==> src/rtl/rsa_pkg.sv <==
// rsa_pkg: definitions shared by the RSA datapath blocks.
//   BYTE_W  - width of one serial digit (one adder slice).
//   state_t - control states of the byte-serial sequencers.
package rsa_pkg;

   localparam int unsigned BYTE_W = 8;

   typedef enum logic [1:0] {
      ST_IDLE = 2'd0,
      ST_RUN  = 2'd1,
      ST_DONE = 2'd2
   } state_t;

endpackage

==> src/rtl/kogge_stone_adder.sv <==
// kogge_stone_adder: 8-bit parallel-prefix adder with carry in/out.
//   a, b  - byte operands
//   ci    - carry in
//   sum   - a + b + ci (low 8 bits)
//   co    - carry out of bit 7
module kogge_stone_adder
   import rsa_pkg::*;
(
   input  logic [BYTE_W-1:0] a,
   input  logic [BYTE_W-1:0] b,
   input  logic              ci,
   output logic [BYTE_W-1:0] sum,
   output logic              co
);

   logic [BYTE_W-1:0] p0, g0;
   logic [BYTE_W-1:0] p1, g1;
   logic [BYTE_W-1:0] p2, g2;
   logic [BYTE_W-1:0] g3;

   assign p0 = a ^ b;
   // Carry-in is folded into bit 0's generate, so every prefix that reaches
   // bit 0 already includes it and g3[i] is the carry into bit i+1.
   assign g0 = (a & b) | {{(BYTE_W-1){1'b0}}, p0[0] & ci};

   // Prefix spans 1, 2, 4. Shifted-in zeros leave already-complete low
   // prefixes untouched.
   assign g1 = g0 | (p0 & (g0 << 1));
   assign p1 = p0 & (p0 << 1);
   assign g2 = g1 | (p1 & (g1 << 2));
   assign p2 = p1 & (p1 << 2);
   assign g3 = g2 | (p2 & (g2 << 4));

   assign sum = p0 ^ {g3[BYTE_W-2:0], ci};
   assign co  = g3[BYTE_W-1];

endmodule

==> src/rtl/mp_serial_adder.sv <==
// mp_serial_adder: byte-serial multi-precision adder/subtractor.
// Streams NBYTES-wide operands through one 8-bit kogge_stone_adder, LSB byte
// first, holding the carry in a register between bytes.
//
// Parameters:
//   NBYTES    - operand width in bytes (2..16); W = 8*NBYTES
// Ports:
//   clk       - system clock, rising edge
//   rst_n     - asynchronous active-low reset
//   start     - request pulse, only sampled in IDLE
//   sub       - 0 = A+B, 1 = A-B (latched on accepted start)
//   a, b      - operands (latched on accepted start)
//   busy      - high while RUN or DONE
//   done      - one-cycle pulse, result/carry_out valid
//   result    - registered sum/difference, held until next accepted start
//   carry_out - final carry: add = overflow, sub = 1 when A >= B
//
// Build option: MP_SERIAL_ADDER_SUB_EN enables subtraction. Without it the
// sub port is ignored and the block only adds.
module mp_serial_adder
   import rsa_pkg::*;
#(
   parameter int unsigned NBYTES = 4
)
(
   input  logic                     clk,
   input  logic                     rst_n,
   input  logic                     start,
   input  logic                     sub,
   input  logic [BYTE_W*NBYTES-1:0] a,
   input  logic [BYTE_W*NBYTES-1:0] b,
   output logic                     busy,
   output logic                     done,
   output logic [BYTE_W*NBYTES-1:0] result,
   output logic                     carry_out
);

   localparam int unsigned W  = BYTE_W * NBYTES;
   localparam int unsigned CW = $clog2(NBYTES);
   localparam logic [CW-1:0] LAST = CW'(NBYTES - 1);

   state_t            state_q, state_d;
   logic [CW-1:0]     cnt_q;
   logic [W-1:0]      a_q, b_q;
   logic              carry_q;
   logic [CW+2:0]     base;
   logic [BYTE_W-1:0] byte_a, byte_b, byte_sum;
   logic              byte_co;
   logic              init_carry;

   // Byte k starts at bit 8k; {cnt, 3'b000} is that offset at exact width.
   assign base   = {cnt_q, 3'b000};
   assign byte_a = a_q[base +: BYTE_W];

`ifdef MP_SERIAL_ADDER_SUB_EN
   logic sub_q;

   // Two's-complement subtract: invert B and inject 1 as the first carry.
   assign byte_b     = sub_q ? ~b_q[base +: BYTE_W] : b_q[base +: BYTE_W];
   assign init_carry = sub;
`else
   logic unused_sub;

   assign unused_sub = sub;
   assign byte_b     = b_q[base +: BYTE_W];
   assign init_carry = 1'b0;
`endif

   kogge_stone_adder u_adder (
      .a   (byte_a),
      .b   (byte_b),
      .ci  (carry_q),
      .sum (byte_sum),
      .co  (byte_co)
   );

   always_comb begin
      state_d = state_q;
      case (state_q)
         ST_IDLE: if (start) state_d = ST_RUN;
         ST_RUN:  if (cnt_q == LAST) state_d = ST_DONE;
         ST_DONE: state_d = ST_IDLE;
         default: state_d = ST_IDLE;
      endcase
   end

   assign busy = (state_q != ST_IDLE);
   assign done = (state_q == ST_DONE);

   always_ff @(posedge clk or negedge rst_n) begin
      if (!rst_n) begin
         state_q   <= ST_IDLE;
         cnt_q     <= '0;
         carry_q   <= 1'b0;
         a_q       <= '0;
         b_q       <= '0;
         result    <= '0;
         carry_out <= 1'b0;
`ifdef MP_SERIAL_ADDER_SUB_EN
         sub_q     <= 1'b0;
`endif
      end else begin
         state_q <= state_d;
         case (state_q)
            ST_IDLE: begin
               if (start) begin
                  a_q     <= a;
                  b_q     <= b;
                  carry_q <= init_carry;
                  cnt_q   <= '0;
`ifdef MP_SERIAL_ADDER_SUB_EN
                  sub_q   <= sub;
`endif
               end
            end
            ST_RUN: begin
               result[base +: BYTE_W] <= byte_sum;
               carry_q                <= byte_co;
               if (cnt_q == LAST) begin
                  carry_out <= byte_co;
                  cnt_q     <= '0;
               end else begin
                  cnt_q <= cnt_q + CW'(1);
               end
            end
            default: ;
         endcase
      end
   end

endmodule
==> config.mk <==
export PLATFORM = sky130hd
export DESIGN_NAME = mp_serial_adder
export DESIGN_NICKNAME = d
export VERILOG_FILES = /design/src/rtl/rsa_pkg.sv /design/src/rtl/kogge_stone_adder.sv /design/src/rtl/mp_serial_adder.sv
export SDC_FILE = /design/constraint.sdc
export NUM_CORES = 1
export LEC_CHECK = 0
export ABC_AREA = 1
export BUFFER_PORTS_ARGS = -buffer_cell sky130_fd_sc_hd__buf_2
export CELL_PAD_IN_SITES_DETAIL_PLACEMENT = 1
export CELL_PAD_IN_SITES_GLOBAL_PLACEMENT = 1
export CORE_MARGIN = 2
export CORE_UTILIZATION = 40
export DETAILED_ROUTE_END_ITERATION = 6
export MAX_ROUTING_LAYER = met4
export PLACE_DENSITY = 0.91
export SYNTH_ARGS = -nofsm -noshare
export SYNTH_HDL_FRONTEND = slang
export SYNTH_SLANG_ARGS = --single-unit
==> constraint.sdc <==
create_clock -name clk -period 3.2 [get_ports clk]
set_clock_uncertainty 0.05 [all_clocks]
set_input_delay 0.48 -clock clk [delete_from_list [all_inputs] [get_ports clk]]
set_output_delay 0.48 -clock clk [all_outputs]
set_load 0.005 [all_outputs]
After elaboration in Yosys (flattened, before gate mapping)
Index checks and enable logic that the tools add are counted.
{ "totals": {"register_bits": 102, "latchBits": 0, "ram_bits": 0, "rom_bits": 0, "inputBits": 68, "output_inout_bits": 35, "elab_cells": 47, "mem_count": 0} }
{ "op_classes": {"addsub": 2, "mul": 0, "div": 0, "order_cmp": 0, "n_eq_ne": 5, "shift": 4, "muxes": 9, "n_bitwise": 13, "reduce_logical": 7} }
{ "ops": {"columns": ["operator", "n"], "rows": [
  ["$shiftx A32 B6 Y8", 2],
  ["$and A8 B8 Y8", 6],
  ["$bwmux W32", 1],
  ["$shift A8 B7 Y32 const A", 1],
  ["$shiftx A8 B7 Y32", 1],
  ["$or A8 B8 Y8", 3],
  ["$xor A8 B8 Y8", 2],
  ["$mux W2", 4],
  ["$or A8 B1 Y8", 1],
  ["$pmux W2 S2", 2],
  ["$reduce_and A2 Y1", 4],
  ["$neg A5 Y7", 1],
  ["$eq A2 B2 Y1 const B", 2],
  ["$ne A2 B2 Y1 const B", 2],
  ["$reduce_bool A2 Y1", 2],
  ["$add A2 B1 Y2 const B", 1],
  ["$eq A2 B1 Y1 const B", 1],
  ["$logic_not A2 Y1", 1],
  ["$pmux W1 S2", 1],
  ["$and A1 B1 Y1", 1],
  ["$mux W1", 1]
]} }

Logic depth before layout (Yosys ltp)
{ "logic_depth": {"word_depth": 13, "ltp_mapped": 16, "mapped_depth_nobuf": 14} }

Cells and area by module
Synthesis repeated with hierarchy kept, for this count alone.
{ "unflattened": {"cells_unflattened": 657, "hier_area_um2": 5197.5} }
{ "by_module_without_submodules": {"columns": ["mod", "instances", "cells_each", "area_each_um2", "seq_area_each_um2"], "rows": [
  ["mp_serial_adder", 1, 598, 4839.6, 2552.4],
  ["kogge_stone_adder", 1, 59, 357.8, 0.0]
]} }

Worst setup path after synthesis
Ideal clock, no wire load.
{ "synth_path": {"path_kind": "register to register", "startpoint": "register cnt_q[0]", "endpoint": "register result[12]", "arrival_time_ns": 2.584, "setup_slack_ns": 0.501, "stages_incl_launch_ff": 14, "path_cell_list": "dfrtp_1 > buf_2 > inv_1 > clkbuf_1 > nor2_1 > o22ai_1 > fa_1 > fa_1 > nand2_1 > nand2_1 > and2_1 > xor2_1 > nand4_1 > nand2_1"} }
{ "synth_between": {"elab_chain_cells": 12} }
{ "synth_lines": {"columns": ["element", "line", "text"], "rows": [
  ["start: declaration", "mp_serial_adder.sv:43", "logic [CW-1:0] cnt_q;"],
  ["start signal: assignment", "mp_serial_adder.sv:123", "cnt_q <= cnt_q + CW'(1);"],
  ["$shiftx A32 B6 Y8 (on tied branches)", "mp_serial_adder.sv:53, mp_serial_adder.sv:65", null],
  ["$xor A8 B8 Y8", "kogge_stone_adder.sv:21", "assign p0 = a ^ b;"],
  ["$and A1 B1 Y1", "kogge_stone_adder.sv:24", "assign g0 = (a & b) | {{(BYTE_W-1){1'b0}}, p0[0] & ci};"],
  ["$or A8 B1 Y8", "kogge_stone_adder.sv:24", null],
  ["$and A8 B8 Y8 / $or A8 B8 Y8 (equally long branches)", "kogge_stone_adder.sv:28", "assign g1 = g0 | (p0 & (g0 << 1));"],
  ["$or A8 B8 Y8 / $and A8 B8 Y8 (equally long branches)", "kogge_stone_adder.sv:28, kogge_stone_adder.sv:30", null],
  ["$and A8 B8 Y8 / $or A8 B8 Y8 (equally long branches)", "kogge_stone_adder.sv:30", "assign g2 = g1 | (p1 & (g1 << 2));"],
  ["$or A8 B8 Y8 / $and A8 B8 Y8 (equally long branches)", "kogge_stone_adder.sv:30, kogge_stone_adder.sv:32", null],
  ["$or A8 B8 Y8", "kogge_stone_adder.sv:32", "assign g3 = g2 | (p2 & (g2 << 4));"],
  ["$xor A8 B8 Y8", "kogge_stone_adder.sv:34", "assign sum = p0 ^ {g3[BYTE_W-2:0], ci};"],
  ["$shiftx A8 B7 Y32", "mp_serial_adder.sv:117", "result[base +: BYTE_W] <= byte_sum;"],
  ["$bwmux W32 (*)", "mp_serial_adder.sv:117", null],
  ["end signal: indexed assignment", "mp_serial_adder.sv:117", null],
  ["end: declaration", "mp_serial_adder.sv:34", "output logic [BYTE_W*NBYTES-1:0] result,"]
]} }
Mark *: on every way between the ends. The rest lies on a longest branch, timed or not.
A chain may end at the register's enable or synchronous reset.

Final worst setup path
{ "layout_path": {"startpoint": "register cnt_q[0]", "endpoint": "register result[28]"} }
Same word-level chain as after synthesis.

==> summary by stage <==
Floorplanning
The area of the die is between 0.01 and 0.015 mm2. In this run the vertical extent of the chip is between 100 and 150 um. The boundary pin count is 103. The number of core rows is 40.

The area inside the core boundary is approximately 0.012 mm2. The floorplan die width is ~110 um. The effective utilization at floorplan is 40.58%.

Power
In this run the power spent charging and discharging nets is 3.390 mW. In this run, the combinational gates consume between 50% and 60% of the power. IR analysis of the VDD net gives a maximum drop of about 0.37 mV. The internal portion of the total power is between 3 and 4 mW. Registers are responsible for between 30% and 40% of the overall power. The power share of the clock group is 15.8%. In this run the power density over the cells is 1230 mW/mm2. The analysis attributes to cell leakage a power of 3.204 nW. Net switching is a little under half of the power.

GRT
Entering global routing, the biggest net connects 90 pins. The initial antenna violation count was 0. The via count of the first global-routing pass was around 4600. Global routing used between 20% and 30% of the available tracks across all layers. The leftover overflow at the end of global routing is 0. The global-route wire length before repair is around 23 mm.

Critical path
In this run the worst path has a maximum fanout of 9. The largest delay contributor family on the critical path is adder cells. The largest individual stage delay along the critical path comes from the cell sky130_fd_sc_hd__dfrtp_1.

The cell that appears most often on the critical path is sky130_fd_sc_hd__nand2_1. Counting both buffers and inverters, the worst setup path holds a total of 2. Walking the worst path, the cells encountered are inv_1, buf_4, nor2_1, o22ai_1, fa_1, fa_1, nand2_1, nand2_1, and2_1, xor2_2, nand4_1, nand2_1. Data on the critical path is required at its endpoint by about 3.5 ns.

The critical path endpoint category is a flip-flop. The critical path start-end classification is reg2reg. The critical path arrival is ~3.3 ns. The delay contributed by the slowest stage of the critical path is around 0.50 ns.

The element type at the critical path start is a flip-flop.

Timing
The fraction of the cycle the final worst path needs is 94.04%. The worst path in the final design needs a cycle of around 3 ns, including I/O delays and setup. The max-slew violation total from the final report is 0.

For the final routed database, the setup TNS stands at 0 ns. The slew at the pin closest to its max-slew limit is about 1.1 ns. The number of hold violations in the final report is 0. The worst pin sits at a relative slew slack of around 24%. The count of final setup violators is 0. Setup repair after global routing left no endpoint under its margin. The timing-limited maximum frequency is ~330 MHz.

Synth
The fraction of registers with async set/reset is 100.0%. After synthesis the netlist holds a flip-flop and latch count of a little over 100. The share of synthesized area in the top cell type comes to 53.03%.

The primary flip-flop cell chosen by synthesis mapping is sky130_fd_sc_hd__dfrtp_1. Counting distinct cell types in the post-synthesis netlist gives 29. The register area share after synthesis is between 50 and 60%.

The cell type with the highest aggregate area in the netlist is sky130_fd_sc_hd__dfrtp_1. The Yosys warning count is 0. The net count after synthesis is ~680. In the post-synthesis netlist, the biggest area contributors are sky130_fd_sc_hd__dfrtp_1 53%, sky130_fd_sc_hd__nand2_1 22%, sky130_fd_sc_hd__o21ai_0 4.5%.

The cell count after synthesis is ~600. In this run the mean area of a mapped cell was 8.090 um2. In this run the cell area of the synthesized design comes to 0.004813 mm2.

The number of synthesized flops with an enable pin is 0.

Place
The global placer's final weighted congestion is about 0.83. In this run the cell area measured after placement is about 0.0055 mm2. The number of buffers inserted by port buffering is around 100. Once detailed placement completed, the half-perimeter wirelength came to about 10 mm.

Clock tree
The maximum clock path buffer count is 2. The level count of the clock H-tree is 3. TritonCTS built the clock tree. The count of instances resized after the clock tree is built is 0. The cell sitting at the root of the clock tree is a sky130_fd_sc_hd__clkbuf_16. Once the clock tree was built, the setup fixing pass inserted 0 buffers. The number of buffers inserted for hold repair after clock tree synthesis is 0. At the later pin of the worst-skew pair, clock insertion delay measures between 0.3 and 0.4 ns. CTS saw 102 sinks.

The total CTS buffers is 9. After clock tree synthesis, the clock-pin slew on the worst setup and hold paths is roughly 0.08 ns.

Drt
The detailed router's first-iteration violation count is 263. After detailed routing, the number of remaining DRC violations is 0. The first-pass detailed-route iteration total is 4.

Wires add up to roughly 14 mm. The count of nets left with antenna violations once routing finished came out at 0. The routed layout has ~4400 vias. The post-detailed-route wirelength per cell is approximately 16 um.

In the routed layout, each cell is associated on average with a via count of approximately 5.2.

Final layout
Once layout is done, the placed cells without fillers occupy 0.005777 mm2. The final antenna diode count is 0. The share of layout cells above drive strength 1 is 20.37%. Compared with the post-synthesis result, the final layout area differs by 20.02%.

After the last flow step, the layout net total stands at 775.

Run
The tool flagged a number of max-cap violations equal to 0.

Outcome
The run finished with clean final reports.

Worst hold path
The path class of the tightest hold or removal check is in2async.
==> synthesized netlist by cell type, types with 7 or more instances <==
master / instances
sky130_fd_sc_hd__inv_1: 25
sky130_fd_sc_hd__nor2_1: 42
sky130_fd_sc_hd__ha_1: 13
sky130_fd_sc_hd__nand3_1: 15
sky130_fd_sc_hd__nand4_1: 7
sky130_fd_sc_hd__dfrtp_1: 102
sky130_fd_sc_hd__clkbuf_1: 10
sky130_fd_sc_hd__o22ai_1: 16
sky130_fd_sc_hd__o21ai_0: 43
sky130_fd_sc_hd__nand2_1: 277
sky130_fd_sc_hd__buf_2: 14
==> through the flow <==
step | hold slack, ns | util, % | worst slack [ns] | std cells | power [mW]
2_1_floorplan | 0.1344 | - | 0.5009 | 595 | 4.592
3_3_place_gp | 0.4077 | 46.13 | 0.3291 | 828 | 5.592
3_5_place_dp | 0.4109 | 46.13 | 0.1746 | 828 | 5.911
4_1_cts | 0.2660 | 48.64 | 0.07520 | 844 | 7.101
5_1_grt | 0.2794 | 48.70 | 0.006468 | 844 | 7.683
6_report | 0.2631 | 48.70 | 0.1906 | 844 | 7.103
==> worst reg2reg max path: stages, from the launching register on <==
cell and delay, ns:
sky130_fd_sc_hd__dfrtp_1 0.50, sky130_fd_sc_hd__inv_1 0.22, sky130_fd_sc_hd__buf_4 0.22, sky130_fd_sc_hd__nor2_1 0.10
sky130_fd_sc_hd__o22ai_1 0.13, sky130_fd_sc_hd__fa_1 0.43, sky130_fd_sc_hd__fa_1 0.44, sky130_fd_sc_hd__nand2_1 0.10
sky130_fd_sc_hd__nand2_1 0.07, sky130_fd_sc_hd__and2_1 0.18, sky130_fd_sc_hd__xor2_2 0.28, sky130_fd_sc_hd__nand4_1 0.14
sky130_fd_sc_hd__nand2_1 0.08
==> final cells by class <==
type	instances	area (um2)
Fill cell	1447	6085
Multi-Input combinational cell	440	2054
Tap cell	147	183.9
Inverter	28	105.1
Sequential cell	102	2552
Clock buffer	9	225.2
Timing Repair Buffer	111	583.1
Clock inverter	7	72.57
==> per-layer routing <==
| layer | vias to the layer above | part of all wire, % | track usage [%] |
|---|---|---|---|
| met2 | 134 | 50 | 39.88 |
| met3 | 26 | 5.0 | 3.454 |
| met5 | - | 0 | - |
| met4 | 0 | 1.8 | 7.398 |
| li1 | 2074 | - | - |
| met1 | 2158 | 43 | 28.52 |
==> placed cells by master (no fill, tap or decap), drive strengths merged <==
cell type	count
and2	1
clkinvlp	2
ha	13
o22ai	16
a21oi	3
nor2	45
fa	2
or2	1
nor4	1
bufinv	1
a22o	2
dfrtp	102
nor3	1
nand2	280
o31ai	2
buf	111
nand3b	2
clkinv	2
clkbuf	9
xor2	2
nand3	15
xnor2	1
inv	30
nand4	7
o21ai	46
==> state kept, by name, summed over array words and instances (netlist names) <==
register	flops
b_q	32
carry_q	1
carry_out	1
cnt_q	2
result	32
state_q	2
a_q	32
==> kinds of logic (layout without fill, tap and decap cells) <==
family	after synthesis	after routing	share of synthesized area, %
AOI/OAI and AO/OA	69	69	7.850
xor gates and xnor gates	3	3	0.5460
adders and majority gates	15	15	4.211
buffers and inverters	53	155	4.497
DFF	102	102	53.03
and+or+nand+nor	353	353	29.87
==> final timing paths <==
| check | end | cells after the start | slack (ns) | from |
|---|---|---|---|---|
| worst max-delay path | result[28]$_DFFE_PN0P_ | 12 | 0.19 | cnt_q[0]$_DFFE_PN0P_ |
| worst min-delay path | result[3]$_DFFE_PN0P_ | 1 | 0.26 | rst_n |
| worst max register to register | result[28]$_DFFE_PN0P_ | 12 | 0.19 | cnt_q[0]$_DFFE_PN0P_ |
| worst min register to register | result[5]$_DFFE_PN0P_ | 2 | 0.43 | result[5]$_DFFE_PN0P_ |
| max in group asynchronous | b_q[20]$_DFFE_PN0P_ | 2 | 1.93 | rst_n |
| min in group clk | a_q[3]$_DFFE_PN0P_ | 3 | 0.27 | a[3] |
==> power groups by stage <==
stage / Sequential (mW) / Clock (mW) / Combinational (mW)
finish: 2.20 / 1.12 / 3.78
global route: 2.27 / 1.20 / 4.22
CTS: 2.20 / 1.14 / 3.76
detailed placement: 2.22 / 0 / 3.69
global placement: 2.17 / 0 / 3.42
floorplan: 2.12 / 0 / 2.47
Power figures use the tool's default switching activity.
